**src/rtl/way_decoder.sv**
```systemverilog
// Binary way index -> one-hot way-enable mask, behind a two-entry (output + skid) valid/ready buffer.
// Define WAY_DECODER_ERR_EN to build the sticky out-of-range err flag; otherwise err is tied low.
module way_decoder #(
  parameter  int ways = 8,
  localparam int iw   = (ways > 1) ? $clog2(ways) : 1
) (
  input  logic            clk,
  input  logic            reset,
  input  logic            in_valid,
  output logic            in_ready,
  input  logic [iw-1:0]   in_way,
  output logic            out_valid,
  input  logic            out_ready,
  output logic [ways-1:0] out_onehot,
  output logic            err
);

  typedef enum logic [1:0] {EMPTY, ONE, FULL} state_t;

  state_t          state;
  logic [ways-1:0] skid_onehot;
  logic [ways-1:0] dec;
  logic            accept;
  logic            drain;

  assign accept = in_valid && in_ready;
  assign drain  = out_valid && out_ready;

  // Indices >= ways match no bit, so out-of-range decodes to all-zero.
  always_comb begin
    dec = '0;
    for (int i = 0; i < ways; i++) dec[i] = (in_way == iw'(i));
  end

  // in_ready is a flop that tracks "skid register empty" for the next cycle.
  always_ff @(posedge clk or posedge reset) begin
    if (reset) begin
      state       <= EMPTY;
      out_valid   <= 1'b0;
      out_onehot  <= '0;
      skid_onehot <= '0;
      in_ready    <= 1'b0;
    end else begin
      in_ready <= 1'b1;
      case (state)
        EMPTY: begin
          if (accept) begin
            out_onehot <= dec;
            out_valid  <= 1'b1;
            state      <= ONE;
          end
        end
        ONE: begin
          if (accept && !drain) begin
            skid_onehot <= dec;
            state       <= FULL;
            in_ready    <= 1'b0;
          end else if (accept && drain) begin
            out_onehot <= dec;
          end else if (drain) begin
            out_onehot <= '0;
            out_valid  <= 1'b0;
            state      <= EMPTY;
          end
        end
        FULL: begin
          if (drain) begin
            out_onehot <= skid_onehot;
            state      <= ONE;
          end else begin
            in_ready <= 1'b0;
          end
        end
        default: state <= EMPTY;
      endcase
    end
  end

`ifdef WAY_DECODER_ERR_EN
  logic oor;
  assign oor = (int'(in_way) >= ways);

  always_ff @(posedge clk or posedge reset) begin
    if (reset)             err <= 1'b0;
    else if (accept && oor) err <= 1'b1;
  end
`else
  assign err = 1'b0;
`endif

endmodule

```
**config.mk**
```make
export PLATFORM = sky130hd
export DESIGN_NAME = way_decoder
export DESIGN_NICKNAME = d
export VERILOG_FILES = /design/src/rtl/way_decoder.sv
export SDC_FILE = /design/constraint.sdc
export NUM_CORES = 1
export LEC_CHECK = 0
export ABC_AREA = 1
export ABC_CLOCK_PERIOD_IN_PS = 1600
export CORE_UTILIZATION = 44
export CTS_CLUSTER_DIAMETER = 200
export DETAILED_ROUTE_END_ITERATION = 8
export PLACE_DENSITY = 0.68
export SYNTH_ARGS = -nofsm -noshare
export SYNTH_HDL_FRONTEND = slang
export SYNTH_SLANG_ARGS = --single-unit
```
**constraint.sdc**
```tcl
create_clock -name clk -period 1.6 [get_ports clk]
set_input_delay 0.16 -clock clk [delete_from_list [all_inputs] [get_ports clk]]
set_output_delay 0.16 -clock clk [all_outputs]
set_load 0.005 [all_outputs]
```
==> summary.txt <==
Final hold vios: 0
Syn. warnings: 0
Fin area: 0.00139 mm2
Final period utilization: 0.917
Worst Path Arrival: 1.67 ns
Post_cts resized: 0
Hold Path Class: primary input to asynchronous set/reset pin
Iter 0 DRT Violations: 21
Dominant cell type by area after synthesis: dfrtp_1
Routability congestion estimate: 0.797
NumNets Final: 181
FP Rows: 18
Core Util, Final: 0.566
Largest net degree at the start of global routing: 21
Max Clock Skew: 0.00731 ns
Unique masters post-synth: 22
Clock Latency Late Sink: 0.31 ns
Hold-fix buffer count after cts: 0
Critical Path End: out_onehot[2]
Kind of critical path: flip-flop to flip-flop
Drt pass-1 iters: 4
Maximum VDD drop: 0.848 mV
Synth Register Bits: 20
Avg Cell Area, Syn: 7.62 um2
Layout cells sized above 1: 0.124
DRC Markers: 0
Crit-path max FO: 9
Peak Freq: 0.682 GHz
Setup Buffers After CTS: 0
Worst hold slack: 0.168 ns
Area growth, synth to finish: 22.5%
Die height: 52.8 um
CP Capture Type: flip-flop
GRT Residual Overflow: 0
First-pass GRT wire length: 3980 um
Initial antenna violation count: 0
Mapped Cells: 149
Dpl hpwl: 1710 um
Clock root buffer: clkbuf_4
Vias/cell: 4.94
I/O pin total: 18
CTS buffer count: 3
Syn Nets: 160
Maxcap violations: 0
IO Port Bufs: 16
Core area: 0.00245 mm2
Post-Syn Area: 0.00113 mm2
Total vias in the final route: 983
Clock transition at path regs: 0.13 ns
Post-synthesis sequential area ratio: 0.441
Vias in the first global route: 932
Inst Count DP: 195
Top post-synthesis cells by area: dfrtp_1 (44%), nand2_1 (24%), o21ai_0 (4.9%), ha_1 (4.4%), nor3_1 (3.5%)
Placed instance area: 0.00134 mm2
Pins Over Slew Limit: 0
Worst path required time: 1.81 ns
Final setup violation count: 0
Cell Pwr Density: 1790 mW/mm2
Clock Tree Buf Depth: 2
H-tree Lvls: 1
RSZ-0062 raised after global routing: no
Die Area: 0.00279 mm2
Initial core utilization: 0.462
Reg2Reg Depth: 9
Critical path launch point type: flip-flop
Yosys top cell area share: 0.441
Die Wd: 52.8 um
Routed WL: 2280 um
Antenna viol nets, final: 0
CTS Sinks: 20
Total Routing Usage GR: 0.198
Reg-to-reg startpoint: state[1]
Setup TNS: 0 ns
Mean routed wirelength per cell: 11.5 um
Ant. Diodes: 0
Leak Pwr: 0.742 nW
Critical path origin: state[1]
Outcome: finished, final reports clean
Layout Cells excl Fill: 199
Reg-to-Reg End: out_onehot[2]
Final min period: 1.47 ns
CTS tree: built
R2R setup slack: 0.13 ns
stage by stage:
step	worst slack (ns)	power (mW)
after floorplan	0.271	1.64
after global placement	0.176	2.04
after detailed placement	0.110	2.08
after CTS	0.0868	2.51
after global routing	0.00755	2.70
final	0.133	2.48
report_power, final:
part           switching, mW  internal [mW]  total (mW)
Sequential             0.141          0.738       0.880
Combinational          0.665          0.515        1.18
Clock                  0.170          0.253       0.423
Total                  0.977           1.51        2.48
layout by cell type (no fill, tap or decap), drive strengths merged:
| cell | instances |
|---|---|
| conb | 1 |
| nand3 | 4 |
| inv | 13 |
| dfrtp | 20 |
| bufinv | 1 |
| nor2 | 5 |
| nor3 | 8 |
| nand2 | 78 |
| ha | 4 |
| clkdlybuf4s50 | 16 |
| o21ai | 12 |
| o21bai | 2 |
| clkbuf | 3 |
| buf | 2 |
cell type report:
cell class	instances	area, um2
timing repair buffer	18	175
fill	244	1060
tap	30	37.5
clock inverter	1	30.0
inverter	13	53.8
sequential	20	500
multi-input combinational	114	571
clock buffer	3	22.5
synthesized netlist by cell type:
cell and number:
buf_2 1, nor2_2 1, nor3_1 8, nand3_1 3, inv_2 1, o21ai_0 11
nand2_4 1, conb_1 1, o21ai_1 1, dfrtp_1 20, nor2_8 1, nand2_2 4
nor2_4 2, inv_4 2, ha_1 4, nor2_1 1, o21bai_1 1, nand3_2 1
nand2_1 73, inv_1 10, buf_4 1, o21bai_4 1
flip-flops by register name, indices dropped and copies added (netlist names):
register,flops
in_ready,1
out_onehot,8
out_valid,1
skid_onehot,8
state,2
routing by layer:
layer	global-route usage	wire length (um)	vias up
met4	0.0746	12	0
met1	0.268	1120	461
met2	0.312	1060	21
li1	-	-	499
met5	0	0	-
met3	0.0348	96	2
worst max-delay path: stages (launching register included):
cell and delay [ns]:
dfrtp_1 0.43, inv_1 0.09, ha_2 0.21, inv_1 0.09, nor2_4 0.19, nor2_4 0.06
nand2_4 0.12, inv_4 0.07, nand2_1 0.06, nand2_1 0.05
how the worst min path moves through the flow:
stage | from | endpoint | slack [ns] | cells past startpoint
after CTS | reset | out_onehot[1] | 0.17 | 3
after global placement | out_onehot[3] | out_onehot[3] | 0.46 | 2
after global routing | reset | out_onehot[1] | 0.20 | 3
after floorplan | reset | in_ready | 0.12 | 1
final | reset | out_onehot[4] | 0.17 | 3
after detailed placement | out_onehot[4] | out_onehot[4] | 0.47 | 2
logic make-up (layout without fill, tap and decap cells):
group | count (synthesis) | count (layout) | synth area share
simple gates | 95 | 95 | 0.377
flops | 20 | 20 | 0.441
buf+inv | 15 | 35 | 0.0584
compound gates | 14 | 14 | 0.0761
fa+ha+maj | 4 | 4 | 0.0441
other cells | 1 | 1 | 0.00330
No activity file was read; power rests on OpenSTA's default activity.
